--- config.mk ---
export PLATFORM = sky130hd
export DESIGN_NAME = decoder1n_leaf
export DESIGN_NICKNAME = d
export VERILOG_FILES = /design/src/rtl/decoder1n_pkg.sv /design/src/rtl/decoder1n_fifo.sv /design/src/rtl/decoder1n_leaf.sv
export SDC_FILE = /design/constraint.sdc
export NUM_CORES = 1
export LEC_CHECK = 0
export CAP_MARGIN = 25
export CORE_MARGIN = 8
export CORE_UTILIZATION = 56
export CTS_CLUSTER_SIZE = 14
export DETAILED_ROUTE_END_ITERATION = 6
export PLACE_DENSITY = 0.86
export SLEW_MARGIN = 5
export SYNTH_ARGS = -nofsm -noshare
export SYNTH_HDL_FRONTEND = slang
export SYNTH_SLANG_ARGS = --single-unit
export TNS_END_PERCENT = 20
--- constraint.sdc ---
create_clock -name CLK -period 3.65 [get_ports CLK]
set_input_delay 0.5475 -clock CLK [delete_from_list [all_inputs] [get_ports CLK]]
set_output_delay 0.5475 -clock CLK [all_outputs]
set_load 0.01 [all_outputs]
--- src/rtl/decoder1n_pkg.sv ---
`default_nettype none
// ============================================================================
// Module      : decoder1n_pkg
// Description : Shared types and helpers for the 1-to-N flit decoder leaf.
//               Holds the routing state enum and the tail-bit position.
// Revision    : 1.0 - initial release
// ============================================================================
package decoder1n_pkg;

    // Routing state: IDLE consumes one select per packet head, LOCKED keeps
    // steering flits to the latched target until the tail flit passes.
    typedef enum logic [0:0] {
        ST_IDLE   = 1'b0,
        ST_LOCKED = 1'b1
    } state_t;

    // The tail marker is the MSB of a flit.
    function automatic int tail_pos(input int w);
        return w - 1;
    endfunction

endpackage
`default_nettype wire

--- src/rtl/decoder1n_fifo.sv ---
`default_nettype none
// ============================================================================
// Module      : decoder1n_fifo
// Description : Per-output flit buffer, DEPTH entries, first-in-first-out.
//               Push is ignored when full, pop is ignored when empty;
//               simultaneous push and pop keeps the count unchanged.
// Ports       : clk, rst       - clock, synchronous active-high reset
//               i_push, i_data - write strobe and flit
//               o_full         - count == DEPTH (registered-count based)
//               o_valid/o_data - head flit present / head flit
//               i_pop          - consumer accepts the head flit
// Revision    : 1.0 - initial release
// ============================================================================
module decoder1n_fifo #(
    parameter int W     = 9,
    parameter int DEPTH = 2
) (
    input  logic         clk,
    input  logic         rst,
    input  logic         i_push,
    input  logic [W-1:0] i_data,
    output logic         o_full,
    output logic         o_valid,
    output logic [W-1:0] o_data,
    input  logic         i_pop
);

    localparam int c_PTR_W = (DEPTH > 1) ? $clog2(DEPTH) : 1;
    localparam int c_CNT_W = $clog2(DEPTH + 1);

    logic [W-1:0]       r_mem [DEPTH];
    logic [c_PTR_W-1:0] r_rd_ptr;
    logic [c_PTR_W-1:0] r_wr_ptr;
    logic [c_CNT_W-1:0] r_cnt;

    logic w_push;
    logic w_pop;

    // Pointers wrap explicitly so non-power-of-two depths work.
    function automatic logic [c_PTR_W-1:0] ptr_inc(input logic [c_PTR_W-1:0] p);
        return (p == c_PTR_W'(DEPTH - 1)) ? '0 : p + 1'b1;
    endfunction

    always_comb begin
        o_valid = (r_cnt != '0);
        o_full  = (r_cnt == c_CNT_W'(DEPTH));
        o_data  = r_mem[r_rd_ptr];
        w_push  = i_push & ~o_full;
        w_pop   = i_pop & o_valid;
    end

    always_ff @(posedge clk) begin
        if (rst) begin
            r_rd_ptr <= '0;
            r_wr_ptr <= '0;
            r_cnt    <= '0;
        end else begin
            if (w_push) begin
                r_wr_ptr <= ptr_inc(r_wr_ptr);
            end
            if (w_pop) begin
                r_rd_ptr <= ptr_inc(r_rd_ptr);
            end
            if (w_push && !w_pop) begin
                r_cnt <= r_cnt + 1'b1;
            end else if (w_pop && !w_push) begin
                r_cnt <= r_cnt - 1'b1;
            end
        end
    end

    // Storage needs no reset: contents are only observed while o_valid is high.
    always_ff @(posedge clk) begin
        if (w_push) begin
            r_mem[r_wr_ptr] <= i_data;
        end
    end

endmodule
`default_nettype wire

--- src/rtl/decoder1n_leaf.sv ---
`default_nettype none
// ============================================================================
// Module      : decoder1n_leaf
// Description : 1-to-N flit decoder. A flit on In is steered to the output
//               channel named by S and buffered in a per-channel FIFO.
//               Selects >= N discard the flit and pulse Err for one cycle.
//               Optional packet lock: define DECODER1N_PKT_LOCK_EN to latch
//               the target on a non-tail flit and hold it until the tail flit
//               (bit W-1) passes; otherwise every flit consumes a select.
// Ports       : CLK, RESET                  - clock, sync active-high reset
//               In_data/In_valid/In_ready   - input flit stream
//               S_data/S_valid/S_ready      - output select stream
//               Out_data/Out_valid/Out_ready- N output channels, W bits each
//               Err                         - discarded-flit pulse
// Revision    : 1.0 - initial release
// ============================================================================
module decoder1n_leaf
    import decoder1n_pkg::*;
#(
    parameter  int W     = 9,
    parameter  int N     = 4,
    parameter  int DEPTH = 2,
    localparam int SW    = (N > 1) ? $clog2(N) : 1
) (
    input  logic           CLK,
    input  logic           RESET,
    input  logic [W-1:0]   In_data,
    input  logic           In_valid,
    output logic           In_ready,
    input  logic [SW-1:0]  S_data,
    input  logic           S_valid,
    output logic           S_ready,
    output logic [N*W-1:0] Out_data,
    output logic [N-1:0]   Out_valid,
    input  logic [N-1:0]   Out_ready,
    output logic           Err
);

    localparam logic [SW:0] c_N_EXT = (SW + 1)'(N);

    logic [N-1:0]         w_full;
    logic [(1<<SW)-1:0]   w_full_pad;
    logic [N-1:0]         w_push;
    logic [SW-1:0]        w_tgt;
    logic                 w_locked;
    logic                 w_sel_ok;
    logic                 w_discard;
    logic                 w_tgt_full;
    logic                 w_in_ready;
    logic                 r_err;

    // Pad the full flags up to the select range so an out-of-range select
    // indexes a defined bit; that flit is discarded regardless.
    always_comb begin
        w_full_pad         = '1;
        w_full_pad[N-1:0]  = w_full;
    end

    always_comb begin
        w_sel_ok = ({1'b0, S_data} < c_N_EXT);
    end

`ifdef DECODER1N_PKT_LOCK_EN
    localparam int c_TAIL = tail_pos(W);

    state_t        r_state;
    state_t        w_state_nxt;
    logic [SW-1:0] r_lock_tgt;
    logic          w_tail;

    always_comb begin
        w_tail = In_data[c_TAIL];
    end

    // State register
    always_ff @(posedge CLK) begin
        if (RESET) begin
            r_state    <= ST_IDLE;
            r_lock_tgt <= '0;
        end else begin
            r_state <= w_state_nxt;
            if (r_state == ST_IDLE && w_in_ready && w_sel_ok && !w_tail) begin
                r_lock_tgt <= S_data;
            end
        end
    end

    // Next-state logic; a discarded head flit never locks.
    always_comb begin
        w_state_nxt = r_state;
        case (r_state)
            ST_IDLE: begin
                if (w_in_ready && w_sel_ok && !w_tail) begin
                    w_state_nxt = ST_LOCKED;
                end
            end
            ST_LOCKED: begin
                if (w_in_ready && w_tail) begin
                    w_state_nxt = ST_IDLE;
                end
            end
            default: w_state_nxt = ST_IDLE;
        endcase
    end

    // State-derived outputs
    always_comb begin
        w_locked = (r_state == ST_LOCKED);
        w_tgt    = w_locked ? r_lock_tgt : S_data;
    end
`else
    always_comb begin
        w_locked = 1'b0;
        w_tgt    = S_data;
    end
`endif

    // Handshake. Readiness depends only on registered FIFO counts, never on
    // Out_ready, so there is no combinational path from outputs to inputs.
    always_comb begin
        w_discard  = ~w_locked & ~w_sel_ok;
        w_tgt_full = w_full_pad[w_tgt];
        w_in_ready = ~RESET & In_valid &
                     (w_locked ? ~w_tgt_full
                               : (S_valid & (w_discard | ~w_tgt_full)));
        In_ready   = w_in_ready;
        S_ready    = w_in_ready & ~w_locked;
        Err        = r_err;
    end

    always_ff @(posedge CLK) begin
        if (RESET) begin
            r_err <= 1'b0;
        end else begin
            r_err <= w_in_ready & w_discard;
        end
    end

    generate
        for (genvar k = 0; k < N; k++) begin : g_chan
            always_comb begin
                w_push[k] = w_in_ready & ~w_discard & (w_tgt == SW'(k));
            end

            decoder1n_fifo #(
                .W     (W),
                .DEPTH (DEPTH)
            ) u_fifo (
                .clk     (CLK),
                .rst     (RESET),
                .i_push  (w_push[k]),
                .i_data  (In_data),
                .o_full  (w_full[k]),
                .o_valid (Out_valid[k]),
                .o_data  (Out_data[k*W +: W]),
                .i_pop   (Out_ready[k])
            );
        end
    endgenerate

endmodule
`default_nettype wire

* Word level (Yosys, flattened, before mapping)
Memory sizes are Yosys's and may differ from the RTL's. A register that Yosys moved wholly into a read port is not among the register bits. Index checks and enable logic that the tools add are counted.
Storage, ports and cells: RAM bits 72, memories 4, word-level logic and storage cells 120, bits of input ports 19, output and inout bits 43, flip-flop bits (word level) 16
Cells by class: mux-type cells 34, bitwise gates (word level) 21, add/sub/neg operators 16, reductions and logical operators 25, magnitude comparators 1, eq/ne operators 7
Memory list:
- g_chan[0].u_fifo.r_mem | words 2, bits a word 9, read ports 1, clocked after Yosys merged registers in 1, wr ports 1, RTL line decoder1n_fifo.sv:31 | logic [W-1:0] r_mem [DEPTH];
- g_chan[1].u_fifo.r_mem | words 2, bits a word 9, read ports 1, clocked after Yosys merged registers in 1, wr ports 1, RTL line decoder1n_fifo.sv:31
- g_chan[2].u_fifo.r_mem | words 2, bits a word 9, read ports 1, clocked after Yosys merged registers in 1, wr ports 1, RTL line decoder1n_fifo.sv:31
- g_chan[3].u_fifo.r_mem | words 2, bits a word 9, read ports 1, clocked after Yosys merged registers in 1, wr ports 1, RTL line decoder1n_fifo.sv:31
Operators with widths (count):
- $mux W1 | 25
- $mux W2 | 8
- $reduce_bool A2 Y1 | 8
- $and A1 B1 Y1 | 15
- $eq A2 B2 Y1 const B | 6
- $add A1 B1 Y1 const B | 8
- $add A2 B1 Y2 const B | 4
- $logic_and A1 B1 Y1 | 8
- $logic_not A1 Y1 | 8
- $sub A2 B1 Y2 const B | 4
- $not A1 Y1 | 6
- $lt A2 B3 Y1 const B | 1
- $bmux W1 S2 | 1
- $eq A2 B1 Y1 const B | 1
- $logic_not A2 Y1 | 1

* Longest topological paths before layout
Gate-level depths: netlist of run 1.
depth after elaboration 12, mapped depth 7, gate-level depth less buffers 6

* Cells and area by module
Synthesis of run 1 repeated with hierarchy kept, for this count alone.
Unflattened totals: cell total of the unflattened synthesis 225, area, all modules 3578.4 um^2
By module, submodules not included:
- decoder1n_fifo | sequential area each 640.6 um^2, cells an instance 53, times used 4, area each 867.1 um^2
- decoder1n_leaf | sequential area each 0.0 um^2, cells an instance 13, times used 1, area each 110.1 um^2

* Worst setup path after synthesis of run 1
No wires, ideal clock.
path type input -> output, start point in RESET, end point out S_ready, data required time 3102 ps, cell stages on the path 4, data arrival time 1852 ps, setup slack 1250 ps, cells stage by stage buf_2 > nand3b_1 > a2111oi_0 > buf_4
On the way: cells in the longest elaborated chain, start to end 3
RTL lines:
- start: declaration | RTL line decoder1n_leaf.sv:26 | input logic RESET,
- $not A1 Y1 | RTL line decoder1n_leaf.sv:123 | w_in_ready = ~RESET & In_valid &
- $and A1 B1 Y1 (2 in a row) | RTL line decoder1n_leaf.sv:123
- end: declaration | RTL line decoder1n_leaf.sv:32 | output logic S_ready,
Every way passes these cells.

* Worst setup path after layout of run 1
start point in S_data[0], end point out S_ready
On the way: cells in the longest elaborated chain, start to end 5
RTL lines:
- start: declaration | RTL line decoder1n_leaf.sv:30 | input logic [SW-1:0] S_data,
- $bmux W1 S2 | RTL line decoder1n_leaf.sv:122 | w_tgt_full = w_full_pad[w_tgt];
- $mux W1 (not written as such) | RTL line decoder1n_leaf.sv:122
- $not A1 Y1 | RTL line decoder1n_leaf.sv:125 | : (S_valid & (w_discard | ~w_tgt_full)));
- $and A1 B1 Y1 | RTL line decoder1n_leaf.sv:125
- $and A1 B1 Y1 | RTL line decoder1n_leaf.sv:123
Every way passes these cells. The select of a mux whose other input is x is not followed.

==> impl_metrics.toml, run 1 <==
[route]
drt_pre_antenna_iters = 4
vias = 1958
avgRoutedWirePerCell_um = 18.07
detail_route.iter0.violations = 100
drc_errors = 0
final_antenna_net_count = 0
viasPerCell = 5.364
wl_um = 6597

[timing]
hold_viol_final = 0
period_share_pct = 84.78
clock_skew_ps = 11.27
drv_slew = 0
fin_hold_ws_ps = 487.6
fin_tns_setup_ps = 0
relSlewSlack_pct = 41.44
worstMarginPinSlew_ps = 876.6
setup_viol = 0
clock.fmax_mhz = 323.2
min_period_ps = 3094
rsz0062_at_grt = "no"

[die]
coreArea_mm2 = 0.006277
start_util_pct = 57.21
die_h_um = 96.08
rows = 29
die_w_um = 96.08
io_pins = 62
die_area_mm2 = 0.009230

[synth]
yosysWarningCount = 0
synthFlopType = "edfxtp_1"
syn_nets = 245
syn_inst = 222
syn-cell-area_mm2 = 0.003591
ys_seq_area_share_pct = 71.36
synth_cell_types = 32
async_flop_share_pct = 0
synth_edf_count = 72
synth_seq_cells = 92
avgSynthCellArea_um2 = 16.18

[clock_tree]
h-tree-depth = 3
cts.sinks = 92
cts_hold_repair.buffers = 0
cts-buffers-inserted = 9
cts_setup_buffers = 0
clk_path_buf_depth = 2
ctsResizeCount = 0
cts_root_buffer = "clkbuf_8"
clk_pin_slew_worst_paths_ps = 80
insertion_delay_ps = 340
cts_tree = "done"

[finish]
diodes = 0
drive_gt1_share_pct = 20.83
seq_area_mm2 = 0.002562
multi_input_area_um2 = 952.2
syn2layout_area_growth_pct = 23.17
final_cell_mix = "edfxtp_1, clkdlybuf4s50_1, mux2_2, dfxtp_1"
fillerInstances = 427
final_common_cell = "edfxtp_1"
nNetsFinal = 306

[grt]
grt_use_met2_pct = 25.60
grt_pass1_wl_um = 10390
grt_overflow_total = 0
grt_use_met1_pct = 18.28
grtUsageTotal_pct = 15.18
antenna_found_initial = 0
grt_pass1_vias = 2068
grt_max_degree = 20
busiest_layer = "met2"
grtUsageMet3_pct = 3.432

[run_status]
status = "finished, final reports clean"

[setup_path]
crit_type = "input port to primary output"
worst_setup_path_start_kind = "input port"
end_kind = "primary output"
critPathRequiredTime_ps = 3100
cp.arrival_ps = 2550
path_max_fanout = 9

[placement]
gp_congestion = 0.7032
numPortBuffers = 60
place_hpwl_um = 4639

[worst_hold_path]
min_path_type = "flip-flop to flip-flop"

[power]
p_leak_nw = 1.533
power_density_mw_per_mm2 = 545.7
max-vdd-ir-drop_v = 0.0002995

[run]
max_cap_viol_count = 0
cell type report:
class | instances | share of cell area, %
flip-flops and latches | 92 | 57.94
well taps | 77 | 2.178
inverters | 2 | 0.1697
multi-input cells | 116 | 21.53
repair buffers | 62 | 13.92
clock buffers | 10 | 2.885
clock inverters | 6 | 1.386
state kept, by name, indices dropped and copies added, names as in the netlist, named ones only:
| signal | flops |
|---|---|
| g_chan.u_fifo.r_cnt | 8 |
| g_chan.u_fifo.r_wr_ptr | 4 |
| g_chan.u_fifo.r_mem | 72 |
| g_chan.u_fifo.r_rd_ptr | 4 |
kinds of logic (layout without fill, tap and decap cells):
logic type                 count (synthesis)  count (layout)  share of synthesized area, %
buffers and inverters                     14              80                         2.125
xor gates and xnor gates                  12              12                         2.927
and+or+nand+nor                           44              44                         7.560
adders and majority gates                  4               4                         1.394
other                                      1               1                        0.1044
DFF                                       92              92                         71.36
muxes                                     39              39                         12.13
AOI/OAI and AO/OA                         16              16                         2.404
cells in the mapped netlist (5+ instances only):
library cell | instances | area [µm²]
edfxtp_1 | 72 | 2162
mux2_2 | 36 | 405.4
dfxtp_1 | 20 | 400.4
nor2_1 | 12 | 45.04
xor2_1 | 12 | 105.1
o21ai_0 | 9 | 45.04
buf_4 | 6 | 45.04
nor2b_1 | 6 | 37.54
a21oi_1 | 5 | 25.02
path summary, 6_finish.rpt:
check	from	end	slack (ps)	cells past startpoint
worst max-delay path	S_data[0]	S_ready	560	4
worst min-delay path	g_chan[2].u_fifo.r_wr_ptr	g_chan[2].u_fifo.r_wr_ptr	490	2
worst max register to register	g_chan[0].u_fifo.r_cnt[0]	g_chan[0].u_fifo.r_mem[0][1]	1540	3
worst min register to register	g_chan[2].u_fifo.r_wr_ptr	g_chan[2].u_fifo.r_wr_ptr	490	2
metal layers:
layer	routed length (µm)	part of all wire, %
met3	482	7.3
met4	64	0.97
met5	0	0
met1	2772	42
met2	3277	50
worst max-delay path, stage by stage:
cell,delay (ps)
clkdlybuf4s50_1,630
and3b_1,220
a2111oi_0,510
clkdlybuf4s50_1,650
metrics by stage:
stage / util (%) / power [mW] / std cells / area, µm² / worst slack, ps
finish: 70.46 / 2.414 / 365 / 4423 / 555.5
floorplan: - / 1.579 / 222 / 3591 / 1250
global route: 70.46 / 2.527 / 365 / 4423 / 431.5
detailed placement: 67.45 / 1.794 / 349 / 4234 / 590.1
global placement: 67.45 / 1.782 / 349 / 4234 / 596.9
CTS: 70.46 / 2.437 / 365 / 4423 / 554.3
where the power goes:
group	switching, mW	total [mW]	leakage (nW)	internal [mW]
Combinational	0.197	0.500	0.623	0.303
Clock	0.333	0.650	0.0985	0.317
Sequential	0.0770	1.26	0.811	1.19
No activity file was read; power rests on OpenSTA's default activity.
==> inputs of run 2 (changes only) <==
--- a/config.mk
+++ b/config.mk
@@ -7,10 +7,10 @@
 export LEC_CHECK = 0
 export CAP_MARGIN = 25
 export CORE_MARGIN = 8
-export CORE_UTILIZATION = 56
+export CORE_UTILIZATION = 52
 export CTS_CLUSTER_SIZE = 14
 export DETAILED_ROUTE_END_ITERATION = 6
-export PLACE_DENSITY = 0.86
+export PLACE_DENSITY = 0.81
 export SLEW_MARGIN = 5
 export SYNTH_ARGS = -nofsm -noshare
 export SYNTH_HDL_FRONTEND = slang
==> constraint.sdc (replaced) <==
create_clock -name CLK -period 3 [get_ports CLK]
set_input_delay 0.45 -clock CLK [delete_from_list [all_inputs] [get_ports CLK]]
set_output_delay 0.45 -clock CLK [all_outputs]
set_load 0.01 [all_outputs]
==> run 2 against run 1 <==
Net effect:
- register-to-register slack worse by 280 ps
- clock skew is 4.1 ps lower
- flip-flop and latch count unchanged
- worst hold slack better by 1.0 ps
- wire length shrank 1.4%
- clock power is 39% higher
- critical path type unchanged
- largest cell class unchanged
==> impl_metrics.toml, run 2 (synthesized netlist as in run 1, its figures left out) <==
[run_status]
status = "finished, final reports clean"

[clock_tree]
cts.sinks = 92
cts_tree = "done"
h-tree-depth = 3
insertion_delay_ps = 350
clk_path_buf_depth = 2
cts_root_buffer = "clkbuf_8"
cts_hold_repair.buffers = 0
cts_setup_buffers = 0
cts-buffers-inserted = 9
ctsResizeCount = 0
clk_pin_slew_worst_paths_ps = 80

[grt]
grt_overflow_total = 0
grt_max_degree = 20
antenna_found_initial = 0
grt_pass1_wl_um = 10030
grt_pass1_vias = 2033
grtUsageTotal_pct = 13.65

[die]
die_h_um = 99.10
start_util_pct = 53.15
die_area_mm2 = 0.009821
rows = 30
coreArea_mm2 = 0.006756
io_pins = 62
die_w_um = 99.10

[setup_path]
path_max_fanout = 7
worst_r2r_path_depth = 5
crit_family = "buffers and inverters"
timing.rr.end = "g_chan[1].u_fifo.r_cnt[1]"
cp.arrival_ps = 2400
critPathRequiredTime_ps = 2550
end_kind = "primary output"
cp.buffers_inverters = 2
crit_chain = "clkdlybuf4s50_1 > nand3b_1 > o21ai_0 > a2111oi_0 > clkdlybuf4s50_1"
cp_common_cell = "clkdlybuf4s50_1"
r2r_setup_slack_ps = 1260
crit_start = "S_data[1]"
cpPeakStageDelay_ps = 660
crit_type = "input port to primary output"
crit_slowest_cell = "clkdlybuf4s50_1"
critPathCapture = "In_ready"
r2r-start = "g_chan[1].u_fifo.r_cnt[0]"
worst_setup_path_start_kind = "input port"
crit_cells = 5

[finish]
largest_reg_flops = 72
drive_gt1_share_pct = 22.26
reg_top3 = "g_chan.u_fifo.r_mem: 72 flops, g_chan.u_fifo.r_cnt: 8 flops"
final_cell_mix = "edfxtp_1, clkdlybuf4s50_1, mux2_2, dfxtp_1"
fin_area_mm2 = 0.004489
multi_input_area_um2 = 952.2
final_common_cell = "edfxtp_1"
max_flop_register = "g_chan.u_fifo.r_mem"
final_cells = 372
syn2layout_area_growth_pct = 25.02
diodes = 0
fillerInstances = 479
nNetsFinal = 310
seq_area_mm2 = 0.002562

[timing]
hold_viol_final = 0
worstMarginPinSlew_ps = 562.9
relSlewSlack_pct = 61.50
clock_skew_ps = 7.118
clock.fmax_mhz = 351.2
min_period_ps = 2847
fin_tns_setup_ps = 0
setup_viol = 0
period_share_pct = 94.92
rsz0062_at_grt = "no"
drv_slew = 0

[power]
p_leak_nw = 1.564
p_total_mw = 3.047
power_density_mw_per_mm2 = 678.6
switching_share_pct = 24.93
power_frac_clock_pct = 29.6
p_seq_share_pct = 50.4
internal_power_mw = 2.287
pwr-share-comb_pct = 20.0
p_switching_uw = 759.5
max-vdd-ir-drop_v = 0.0003812

[route]
detail_route.iter0.violations = 60
wl_um = 6505
drt_pre_antenna_iters = 4
final_antenna_net_count = 0
viasPerCell = 5.250
drc_errors = 0
vias = 1953
avgRoutedWirePerCell_um = 17.49

[placement]
numPortBuffers = 60
placed_area_mm2 = 0.004268
dp.cells = 356
place_hpwl_um = 4470
gp_congestion = 0.6935

[worst_hold_path]
min-delay-start = "g_chan[2].u_fifo.r_wr_ptr"
min_path_type = "flip-flop to flip-flop"
min_path_cells = 2

[run]
max_cap_viol_count = 0
==> run 2: final cells by class <==
| class | instances | share of cell area, % |
|---|---|---|
| inverter | 2 | 0.1672 |
| sequential | 92 | 57.08 |
| clock buffer | 9 | 2.759 |
| clock inverter | 7 | 2.174 |
| timing repair buffer | 66 | 14.38 |
| multi-input combinational | 116 | 21.21 |
| tap | 80 | 2.230 |
==> run 2: worst min-delay path by stage <==
stage	endpoint	slack [ps]
6_report	g_chan[2].u_fifo.r_wr_ptr	490
5_1_grt	g_chan[3].u_fifo.r_wr_ptr	520
4_1_cts	g_chan[2].u_fifo.r_wr_ptr	490
3_5_place_dp	g_chan[2].u_fifo.r_wr_ptr	480
3_3_place_gp	g_chan[1].u_fifo.r_wr_ptr	460
2_1_floorplan	g_chan[0].u_fifo.r_wr_ptr	450
==> run 2: tightest hold or removal path, cell delays in order, from the launching register on <==
cell	delay [ps]
dfxtp_1	320
o31ai_1	60
a21oi_1	60
==> run 2: power groups by stage <==
stage | clock network, mW | registers, mW | logic [mW]
after detailed placement | 0 | 1.57 | 0.617
final | 0.902 | 1.54 | 0.609
after global routing | 0.970 | 1.55 | 0.662
after global placement | 0 | 1.56 | 0.605
after floorplan | 0 | 1.51 | 0.411
after CTS | 0.912 | 1.54 | 0.621
==> run 2: per-layer routing <==
layer / vias to the layer above / track usage [%] / wire length (µm)
met2: 59 / 23.23 / 3277
met4: 0 / 5.937 / 52
met5: - / 0 / 0
met1: 947 / 15.58 / 2811
li1: 942 / - / -
met3: 5 / 4.120 / 364
==> run 2: per-stage QoR <==
stage / setup WS (ps) / hold WS (ps) / utilization, %
after detailed placement: 116.7 / 476.1 / 63.17
after floorplan: 795.3 / 451.5 / -
after global placement: 218.0 / 461.2 / 63.17
final: 152.5 / 488.6 / 66.44
after CTS: 88.82 / 489.4 / 66.44
after global routing: 15.47 / 524.4 / 66.44
==> inputs of run 3 (changes only) <==
--- a/config.mk
+++ b/config.mk
@@ -14,5 +14,6 @@
 export SLEW_MARGIN = 5
 export SYNTH_ARGS = -nofsm -noshare
 export SYNTH_HDL_FRONTEND = slang
+export SYNTH_HIERARCHICAL = 1
 export SYNTH_SLANG_ARGS = --single-unit
 export TNS_END_PERCENT = 20
==> run 3 against run 2 <==
Net effect:
- synthesized area fell by 0.35%
- via count is 2.2% higher
- cell count up 1.3%
- register-to-register slack got worse by 440 ps
- combinational power grew 15%
- sequential share of layout area is 0.080 points higher
==> impl_metrics.toml, run 3 <==
[run_status]
status = "finished, final reports clean"

[grt]
grt_overflow_total = 0
grt_pass1_wl_um = 11220
grtUsageTotal_pct = 15.15
grt_max_degree = 16
grt_pass1_vias = 2156
antenna_found_initial = 0

[clock_tree]
ctsResizeCount = 0
cts_setup_buffers = 0
h-tree-depth = 3
cts-buffers-inserted = 9
insertion_delay_ps = 350
clk_path_buf_depth = 2
cts_hold_repair.buffers = 0
cts_tree = "done"
clk_pin_slew_worst_paths_ps = 80
cts.sinks = 92
cts_root_buffer = "clkbuf_8"

[route]
vias = 1995
detail_route.iter0.violations = 92
avgRoutedWirePerCell_um = 18.48
viasPerCell = 5.292
drc_errors = 0
drt_pre_antenna_iters = 4
wl_um = 6966
final_antenna_net_count = 0

[setup_path]
end_kind = "primary output"
crit_start = "S_data[1]"
path_max_fanout = 7
r2r-start = "g_chan[2].u_fifo/r_cnt[0]"
critPathRequiredTime_ps = 2550
crit_type = "input port to primary output"
cp.arrival_ps = 2260
worst_setup_path_start_kind = "input port"

[finish]
diodes = 0
reg_top3 = "g_chan.u_fifo/r_mem: 72 flops, g_chan.u_fifo/r_cnt: 8 flops"
final_cell_mix = "edfxtp_1, clkdlybuf4s50_1, mux2_2, dfxtp_1, nor2_1"
syn2layout_area_growth_pct = 25.28
drive_gt1_share_pct = 21.89
final_cells = 377
seq_area_mm2 = 0.002562
nNetsFinal = 315
fillerInstances = 482
multi_input_area_um2 = 950.9
max_flop_register = "g_chan.u_fifo/r_mem"
final_common_cell = "edfxtp_1"
largest_reg_flops = 72

[timing]
rsz0062_at_grt = "no"
drv_slew = 0
hold_viol_final = 0
clock.fmax_mhz = 369.1
clock_skew_ps = 5.199
min_period_ps = 2709
fin_hold_ws_ps = 502.0
setup_viol = 0
period_share_pct = 90.30
fin_tns_setup_ps = 0

[synth]
ys_seq_area_share_pct = 71.61
syn-cell-area_mm2 = 0.003578
synth_edf_count = 72
synth_cell_types = 24
synth_most_common_cell = "edfxtp_1"
syn_nets = 248
yosys.area.top_type = "edfxtp_1"
yosys.area.top_type_share_pct = 60.42
synthFlopType = "edfxtp_1"
syn_inst = 225
synth_area_leaders = "edfxtp_1, mux2_2, dfxtp_1"
netlist_top_cells_count = "edfxtp_1, mux2_2, dfxtp_1"
async_flop_share_pct = 0
avgSynthCellArea_um2 = 15.90
yosysWarningCount = 6
synth_seq_cells = 92

[placement]
numPortBuffers = 60
dp.cells = 361
place_hpwl_um = 4802
gp_congestion = 0.8073

[die]
coreArea_mm2 = 0.006719
die_h_um = 98.96
die_w_um = 98.96
rows = 30
die_area_mm2 = 0.009792
io_pins = 62
start_util_pct = 53.26

[worst_hold_path]
min_path_type = "flip-flop to flip-flop"
min-delay-start = "g_chan[1].u_fifo/r_wr_ptr"

[power]
p_leak_nw = 1.565
power_density_mw_per_mm2 = 707.9
max-vdd-ir-drop_v = 0.0003523

[run]
max_cap_viol_count = 0
run 3: path summary, 6_finish.rpt:
| check | depth (start not counted) | endpoint | slack [ps] |
|---|---|---|---|
| max | 4 | In_ready | 290 |
| min | 2 | g_chan[1].u_fifo/r_wr_ptr | 500 |
| max reg2reg | 7 | g_chan[0].u_fifo/r_mem[0][7] | 820 |
| min reg2reg | 2 | g_chan[1].u_fifo/r_wr_ptr | 500 |
run 3: cells by family (layout without fill, tap and decap cells):
group / count (synthesis) / count (layout) / share of synthesized area, %
AO/OA/AOI/OAI: 21 / 21 / 3.217
XOR/XNOR: 12 / 12 / 2.937
adder cells (fa/ha/maj): 4 / 4 / 1.399
buffers and inverters: 14 / 86 / 1.818
flip-flops: 92 / 92 / 71.61
multiplexers: 37 / 37 / 11.75
other: 1 / 1 / 0.1048
AND/OR/NAND/NOR: 44 / 44 / 7.167
run 3: per-stage QoR:
stage	util (%)	cell area (µm²)	setup slack, ps	total power, mW
final	66.72	4483	291.0	3.173
after global routing	66.72	4483	215.0	3.314
after global placement	63.39	4259	315.4	2.267
after CTS	66.72	4483	284.9	3.194
after floorplan	-	3578	1140	1.952
after detailed placement	63.39	4259	293.8	2.287
run 3: where the power goes:
part	internal (mW)	switching [mW]	total, mW
registers	1.45	0.106	1.56
clock network	0.492	0.424	0.916
logic	0.414	0.286	0.700
total	2.36	0.817	3.17
run 3: routing by layer:
metal	routed length (µm)	up-vias	share of wire, %	track usage [%]
met5	0	-	0	0
met4	160	0	2.3	7.202
met3	414	14	5.9	5.356
met2	3222	59	46	22.77
met1	3169	966	45	19.02
li1	-	956	-	-
run 3: cell type report:
cell class / count / share of cell area, %
Inverter: 8 / 0.6698
Tap cell: 80 / 2.233
Clock inverter: 6 / 1.926
Multi-Input combinational cell: 119 / 21.21
Clock buffer: 10 / 3.070
Sequential cell: 92 / 57.16
Timing Repair Buffer: 62 / 13.73
run 3: worst max-delay path: stages:
cell             delay (ps)
clkdlybuf4s50_1         590
mux2_4                  330
a221oi_2                290
clkdlybuf4s50_1         590
